<file path="config.mk">
export PLATFORM = sky130hd
export DESIGN_NAME = core_dispatch_arbiter
export DESIGN_NICKNAME = d
export VERILOG_FILES = /design/src/rtl/nona_pkg.sv /design/src/rtl/core_dispatch_arbiter_fifo.sv /design/src/rtl/core_dispatch_arbiter.sv
export SDC_FILE = /design/constraint.sdc
export NUM_CORES = 2
export LEC_CHECK = 0
export ABC_AREA = 1
export BUFFER_PORTS_ARGS = -buffer_cell sky130_fd_sc_hd__clkbuf_2
export CAP_MARGIN = 40
export CELL_PAD_IN_SITES_DETAIL_PLACEMENT = 0
export CELL_PAD_IN_SITES_GLOBAL_PLACEMENT = 1
export CORE_MARGIN = 4
export CORE_UTILIZATION = 49
export DETAILED_ROUTE_END_ITERATION = 8
export PLACE_DENSITY = 0.84
export SYNTH_ARGS = -nofsm -noshare
export SYNTH_HDL_FRONTEND = slang
export SYNTH_SLANG_ARGS = --single-unit
</file>
<file path="constraint.sdc">
create_clock -name clk -period 9.1 [get_ports clk]
set_input_delay 0.91 -clock clk [delete_from_list [all_inputs] [get_ports clk]]
set_output_delay 0.91 -clock clk [all_outputs]
set_load 0.01 [all_outputs]
</file>
<file path="src/rtl/nona_pkg.sv">
// Shared opcode constants and the instruction word layout used by the
// dispatch arbiter and by the execute block bench.
package nona_pkg;

    localparam logic [7:0] OP_NOP = 8'h15;
    localparam logic [7:0] OP_HLT = 8'h14;

    typedef struct packed {
        logic [7:0] instr;
        logic [7:0] op1;
        logic [7:0] op2;
    } instr_word_t;

endpackage

</file>
<file path="src/rtl/core_dispatch_arbiter_fifo.sv">
// Per-core instruction word FIFO. Pointers carry one extra wrap bit so that
// full and empty are distinguished without a separate level counter.
module dispatch_fifo
    import nona_pkg::*;
#(
    parameter int DEPTH = 4
) (
    input  logic        clk,
    input  logic        reset,
    input  logic        push,
    input  instr_word_t din,
    input  logic        pop,
    output logic        full,
    output logic        empty,
    output instr_word_t head
);

    localparam int AW = $clog2(DEPTH);

    logic [AW:0] wr_ptr_q, wr_ptr_d;
    logic [AW:0] rd_ptr_q, rd_ptr_d;
    instr_word_t mem_q [DEPTH];
    instr_word_t mem_d [DEPTH];
    logic        do_push;
    logic        do_pop;

    assign empty   = (wr_ptr_q == rd_ptr_q);
    assign full    = (wr_ptr_q[AW] != rd_ptr_q[AW]) &&
                     (wr_ptr_q[AW-1:0] == rd_ptr_q[AW-1:0]);
    assign head    = mem_q[rd_ptr_q[AW-1:0]];
    assign do_push = push && !full;
    assign do_pop  = pop && !empty;

    // Next pointer values and storage write for this cycle's push/pop.
    always_comb begin
        wr_ptr_d = wr_ptr_q;
        rd_ptr_d = rd_ptr_q;
        mem_d    = mem_q;
        if (do_push) begin
            wr_ptr_d = wr_ptr_q + (AW+1)'(1);
            mem_d[wr_ptr_q[AW-1:0]] = din;
        end
        if (do_pop) begin
            rd_ptr_d = rd_ptr_q + (AW+1)'(1);
        end
    end

    // Pointers are control state and are cleared by reset, discarding contents.
    always_ff @(posedge clk or posedge reset) begin
        if (reset) begin
            wr_ptr_q <= '0;
            rd_ptr_q <= '0;
        end else begin
            wr_ptr_q <= wr_ptr_d;
            rd_ptr_q <= rd_ptr_d;
        end
    end

    // Storage is only meaningful between the pointers, so it carries no reset.
    always_ff @(posedge clk) begin
        mem_q <= mem_d;
    end

endmodule

</file>
<file path="src/rtl/core_dispatch_arbiter.sv">
// Issue stage for the execute block: per-core FIFOs, round-robin selection
// of one eligible core per cycle, a registered issue slot, and halt tracking.
module core_dispatch_arbiter
    import nona_pkg::*;
#(
    parameter int NUM_CORES  = 8,
    parameter int FIFO_DEPTH = 4,
    parameter int CORE_W     = 4
) (
    input  logic                 clk,
    input  logic                 reset,
    input  logic                 in_valid,
    input  logic [CORE_W-1:0]    in_core,
    input  logic [7:0]           in_instr,
    input  logic [7:0]           in_op1,
    input  logic [7:0]           in_op2,
    output logic                 in_ready,
    input  logic [NUM_CORES-1:0] resume,
    input  logic                 exec_ready,
    output logic                 out_valid,
    output logic [CORE_W-1:0]    out_core_id,
    output logic [7:0]           out_instr,
    output logic [7:0]           out_op1,
    output logic [7:0]           out_op2,
    output logic [NUM_CORES-1:0] halted,
    output logic [NUM_CORES-1:0] fifo_empty
);

    instr_word_t           in_word;
    instr_word_t           head [NUM_CORES];
    logic [NUM_CORES-1:0]  push;
    logic [NUM_CORES-1:0]  pop;
    logic [NUM_CORES-1:0]  full;
    logic [NUM_CORES-1:0]  eligible;
    logic [NUM_CORES-1:0]  gnt_oh;
    logic                  found;
    logic                  update;
    logic [CORE_W-1:0]     grant;
    instr_word_t           grant_word;

    logic                  out_valid_q, out_valid_d;
    logic [CORE_W-1:0]     out_core_id_q, out_core_id_d;
    instr_word_t           out_word_q, out_word_d;
    logic [NUM_CORES-1:0]  halted_q, halted_d;
    logic [CORE_W-1:0]     last_q, last_d;

    assign in_word     = {in_instr, in_op1, in_op2};
    assign eligible    = ~fifo_empty & ~halted_q;
    assign update      = exec_ready || !out_valid_q;
    assign out_valid   = out_valid_q;
    assign out_core_id = out_core_id_q;
    assign out_instr   = out_word_q.instr;
    assign out_op1     = out_word_q.op1;
    assign out_op2     = out_word_q.op2;
    assign halted      = halted_q;

    // Push decode: readiness depends only on the registered full flags, so a
    // same-cycle pop never makes room for a push. Out-of-range cores match nothing.
    always_comb begin
        in_ready = 1'b0;
        push     = '0;
        for (int c = 0; c < NUM_CORES; c++) begin
            if (in_core == CORE_W'(c) && !full[c]) begin
                in_ready = 1'b1;
                push[c]  = in_valid;
            end
        end
    end

    for (genvar c = 0; c < NUM_CORES; c++) begin : g_fifo
        dispatch_fifo #(
            .DEPTH (FIFO_DEPTH)
        ) u_fifo (
            .clk   (clk),
            .reset (reset),
            .push  (push[c]),
            .din   (in_word),
            .pop   (pop[c]),
            .full  (full[c]),
            .empty (fifo_empty[c]),
            .head  (head[c])
        );
    end

    // Round-robin search starting just after the last granted core.
    always_comb begin
        found      = 1'b0;
        grant      = '0;
        gnt_oh     = '0;
        grant_word = '0;
        for (int i = 1; i <= NUM_CORES; i++) begin
            for (int c = 0; c < NUM_CORES; c++) begin
                if (!found && eligible[c] && ((int'(last_q) + i) % NUM_CORES) == c) begin
                    found      = 1'b1;
                    grant      = CORE_W'(c);
                    gnt_oh[c]  = 1'b1;
                    grant_word = head[c];
                end
            end
        end
    end

    // Issue slot, round-robin pointer and halt flags; a loaded HLT beats a resume.
    always_comb begin
        pop           = '0;
        out_valid_d   = out_valid_q;
        out_core_id_d = out_core_id_q;
        out_word_d    = out_word_q;
        last_d        = last_q;
        halted_d      = halted_q & ~resume;
        if (update) begin
            if (found) begin
                pop           = gnt_oh;
                out_valid_d   = 1'b1;
                out_core_id_d = grant;
                out_word_d    = grant_word;
                last_d        = grant;
                if (grant_word.instr == OP_HLT) begin
                    halted_d = halted_d | gnt_oh;
                end
            end else begin
                out_valid_d   = 1'b0;
                out_core_id_d = '0;
                out_word_d    = {OP_NOP, 16'h0000};
            end
        end
    end

    // Registered issue state; reset leaves a NOP in the slot and core 0 first in line.
    always_ff @(posedge clk or posedge reset) begin
        if (reset) begin
            out_valid_q   <= 1'b0;
            out_core_id_q <= '0;
            out_word_q    <= {OP_NOP, 16'h0000};
            halted_q      <= '0;
            last_q        <= CORE_W'(NUM_CORES - 1);
        end else begin
            out_valid_q   <= out_valid_d;
            out_core_id_q <= out_core_id_d;
            out_word_q    <= out_word_d;
            halted_q      <= halted_d;
            last_q        <= last_d;
        end
    end

endmodule

</file>
==> reports/summary.txt <==
TIMING
-----------------------------------------------------------------------------------------------------
Crit share post-route ..................................................................        0.934
Endpoints failing setup ................................................................            0
Maximum clock frequency ................................................................    0.118 GHz
Setup skew after layout ................................................................      67.1 ps
Transition time at the pin with the least slew margin ..................................      1120 ps
Post-route setup slack .................................................................       601 ps
Fin Setup TNS ..........................................................................         0 ps
Final count of hold timing violations ..................................................            0
Final slew viol count ..................................................................            0
RSZ-0062 raised after global routing ...................................................           no
Worst slew margin relative to its limit ................................................        0.255
Time the final worst path needs with I/O delays and setup ..............................      8500 ps

WORST SETUP PATH
-----------------------------------------------------------------------------------------------------
Data arrival at the endpoint of the critical path ......................................      9160 ps
Source of the critical timing path ..................................................... g_fifo[2].u_fifo.rd_ptr_q[1]
Family with the most delay on the worst path ........................................... simple AND/OR/NAND/NOR gates
Setup crit end kind ....................................................................         flop
Beginning of the worst register-to-register path ....................................... g_fifo[2].u_fifo.rd_ptr_q[1]
Critical path required time ............................................................      9760 ps
CP Launch Type .........................................................................         flop
Worst path bufs/invs ...................................................................            3
Worst setup path category .............................................................. flop to flop
Critical path's slowest cell ........................................................... sky130_fd_sc_hd__dfrtp_2
Cell occurring most often along the worst timing path .................................. sky130_fd_sc_hd__nand2_1
Max stage delay on crit path ...........................................................       630 ps
Crit path max fanout ...................................................................           20

YOSYS
-----------------------------------------------------------------------------------------------------
Largest family of logic cells by synthesized area ...................................... simple AND/OR/NAND/NOR gates
Share of flip-flops with an asynchronous set or reset after synthesis ..................        0.102
Cell type with the highest aggregate area in the netlist ............................... sky130_fd_sc_hd__edfxtp_1
Unique masters post-synth ..............................................................           58
Portion of the post-synthesis area used by sequential elements .........................        0.514
XOR/XNOR Fraction of Synth Area ........................................................      0.00820
Number of enable flip-flop cells after synthesis .......................................          768
Dominant register cell in the synthesized netlist ...................................... sky130_fd_sc_hd__edfxtp_1
Area share of the largest cell type after synthesis ....................................        0.469
Cell area after synthesis ..............................................................    49100 µm²
Syn Nets ...............................................................................         6194
Area fraction in compound gates after synthesis ........................................        0.112
Register bit count reported by yosys ...................................................          855
Cells after Synth ......................................................................         6112
Synth warnings .........................................................................            0
Multiplexer fraction of the synthesized cell area ......................................     0.000204
Synthesized area divided by synthesized cell count .....................................     8.04 µm²
Post-synthesis share of cell area spent on full adders, half adders and majority gates .       0.0107
Dominant cells by area after synthesis ................................................. sky130_fd_sc_hd__edfxtp_1, sky130_fd_sc_hd__nand2_1, sky130_fd_sc_hd__inv_1, sky130_fd_sc_hd__nor2_1, sky130_fd_sc_hd__dfrtp_1
Simple-gate share of the synthesized area ..............................................        0.284

GRT
-----------------------------------------------------------------------------------------------------
Antenna violations before repair .......................................................           22
Met3 GRT Util ..........................................................................        0.140
Most heavily used metal layer in global routing ........................................         met2
Tot GR Track Use .......................................................................        0.454
Number of global-route vias before repair ..............................................        43319
Global-route wire length before repair .................................................       336 mm
Met2 track utilization from global routing .............................................        0.640
Met1 layer usage reported by global route ..............................................        0.593
Largest net degree at the start of global routing ......................................           61
GR Overflow Total ......................................................................            0

FINISH
-----------------------------------------------------------------------------------------------------
Area added between synthesis and finish ................................................        13.7%
Most frequent cells in the layout ...................................................... sky130_fd_sc_hd__nand2_1, sky130_fd_sc_hd__edfxtp_1, sky130_fd_sc_hd__inv_1
Most frequent standard cell in the layout excluding fill and tap cells ................. sky130_fd_sc_hd__nand2_1
Layout cell share with drive strength beyond 1 .........................................        0.132
Final nets .............................................................................         6381
Number of fillers in the final layout ..................................................         8944
Share of the core filled with cells ....................................................        0.564

CLOCKING
-----------------------------------------------------------------------------------------------------
Reg clk slew, reported paths ...........................................................        80 ps
Number of buffers created by CTS .......................................................           88
Setup bufs post-CTS ....................................................................            0
Cell at the root of the clock tree ..................................................... sky130_fd_sc_hd__clkbuf_16
Clock buffer depth .....................................................................            3
Source-to-sink clock delay at the later pin of the worst-skew pair .....................       720 ps
Htree depth ............................................................................            3
Number of clock sinks ..................................................................          855
Clock tree from TritonCTS ..............................................................        built

PLACED DESIGN
-----------------------------------------------------------------------------------------------------
Half-perimeter wire length after detailed placement ....................................       172 mm
Placer congestion estimate .............................................................         1.11
Worst slack at placement ...............................................................       724 ps
IO Port Bufs ...........................................................................           84

DRT
-----------------------------------------------------------------------------------------------------
Residual DRC count .....................................................................            0
Post-DR wirelength/cell ................................................................      32.2 µm
Pre-antenna DRT Iters ..................................................................            7
Count of vias placed by the detailed router ............................................        47789
Routed Antenna Nets ....................................................................            0
Detailed Route Iter0 Violations ........................................................         7906
Vias per Instance ......................................................................         6.24
Post-Route WL ..........................................................................       247 mm

FLOORPLAN
-----------------------------------------------------------------------------------------------------
Floorplan die width ....................................................................       325 µm
Row count ..............................................................................          115
Io pins ................................................................................           86
Die Ht .................................................................................       325 µm
DIE AREA ...............................................................................   105000 µm²
Starting density of the core ...........................................................        0.496
Core box area ..........................................................................    99000 µm²

MIN PATH
-----------------------------------------------------------------------------------------------------
Worst hold path class .................................................................. primary input to async pin

JOB
-----------------------------------------------------------------------------------------------------
Max_cap viols ..........................................................................            0

RUN STATUS
-----------------------------------------------------------------------------------------------------
Result of the run ...................................................................... finished, final reports clean

stage by stage:
step                hold WS, ps  instance area, µm²  instances
finish                      371               55900       7664
global route                411               55800       7654
CTS                         388               55800       7653
detailed placement          467               53100       7495
global placement            465               52200       7455
floorplan                   461               49100       6112
path summary, 6_finish.rpt:
| path | slack, ps | to | cells past startpoint |
|---|---|---|---|
| setup / recovery | 600 | out_op1[0] | 57 |
| hold / removal | 370 | g_fifo[3].u_fifo.rd_ptr_q[2] | 2 |
| setup reg to reg | 600 | out_op1[0] | 57 |
| hold reg to reg | 490 | g_fifo[5].u_fifo.wr_ptr_q[2] | 1 |
| max in group asynchronous | 7250 | g_fifo[2].u_fifo.rd_ptr_q[1] | 3 |
| min in group clk | 440 | g_fifo[7].u_fifo.mem_q[93] | 1 |
worst reg2reg max path: cells and delay by family (launching register included):
kind | cells | cell delay (ps)
AND/OR/NAND/NOR | 54 | 6940
buffers and inverters | 3 | 890
flip-flops | 1 | 630
sequential cells by signal, indices dropped and copies added (netlist names):
register                cells
g_fifo.u_fifo.mem_q       768
g_fifo.u_fifo.rd_ptr_q     24
g_fifo.u_fifo.wr_ptr_q     24
halted                      8
out_instr                   8
out_op1                     8
out_op2                     8
last_q                      3
out_core_id                 3
out_valid                   1
metal layers:
metal,part of all wire,vias to the layer above
met5,0.00033,-
met4,0.087,10
met3,0.14,886
met2,0.41,3770
met1,0.37,22558
li1,-,20565
layout make-up:
type / instances / area [µm²] / share of cell area
flip-flops and latches: 855 / 25200 / 0.452
well taps: 1287 / 1610 / 0.0288
multi-input cells: 4342 / 20600 / 0.368
repair buffers: 392 / 3320 / 0.0593
clock inverters: 46 / 458 / 0.00820
diodes: 10 / 25.0 / 0.000448
clock buffers: 112 / 2300 / 0.0412
inverters: 620 / 2330 / 0.0417
synth_stat cells, drive strengths merged (9+ instances only):
cell and count:
o211ai 68, nor3 25, clkbuf 239, edfxtp 768
buf 56, clkinv 13, xor2 27, nor4 12
and2 9, o221ai 24, a32o 38, nand3 154
a21oi 304, nand4 136, ha 42, a32oi 92
dfrtp 81, nor2 600, o21ai 381, inv 607
nand2 2152, nand3b 11, or2 221, xnor2 19
kinds of logic (layout without fill, tap and decap cells):
logic type               after synthesis  in the layout
adder cells (fa/ha/maj)               42             42
other                                  1             11
XOR/XNOR                              46             46
AO/OA/AOI/OAI                        928            928
AND/OR/NAND/NOR                     3324           3324
multiplexers                           1              1
buffers and inverters                915           1170
flip-flops                           855            855
repair_timing:
item,CTS,global route
hold buffers,0,0
resized for setup,0,1
setup endpoints to repair,0,18
Power is left out: the tool's default activity adds up to more than one toggle a clock period on the data nets, which glitch-free logic cannot reach.
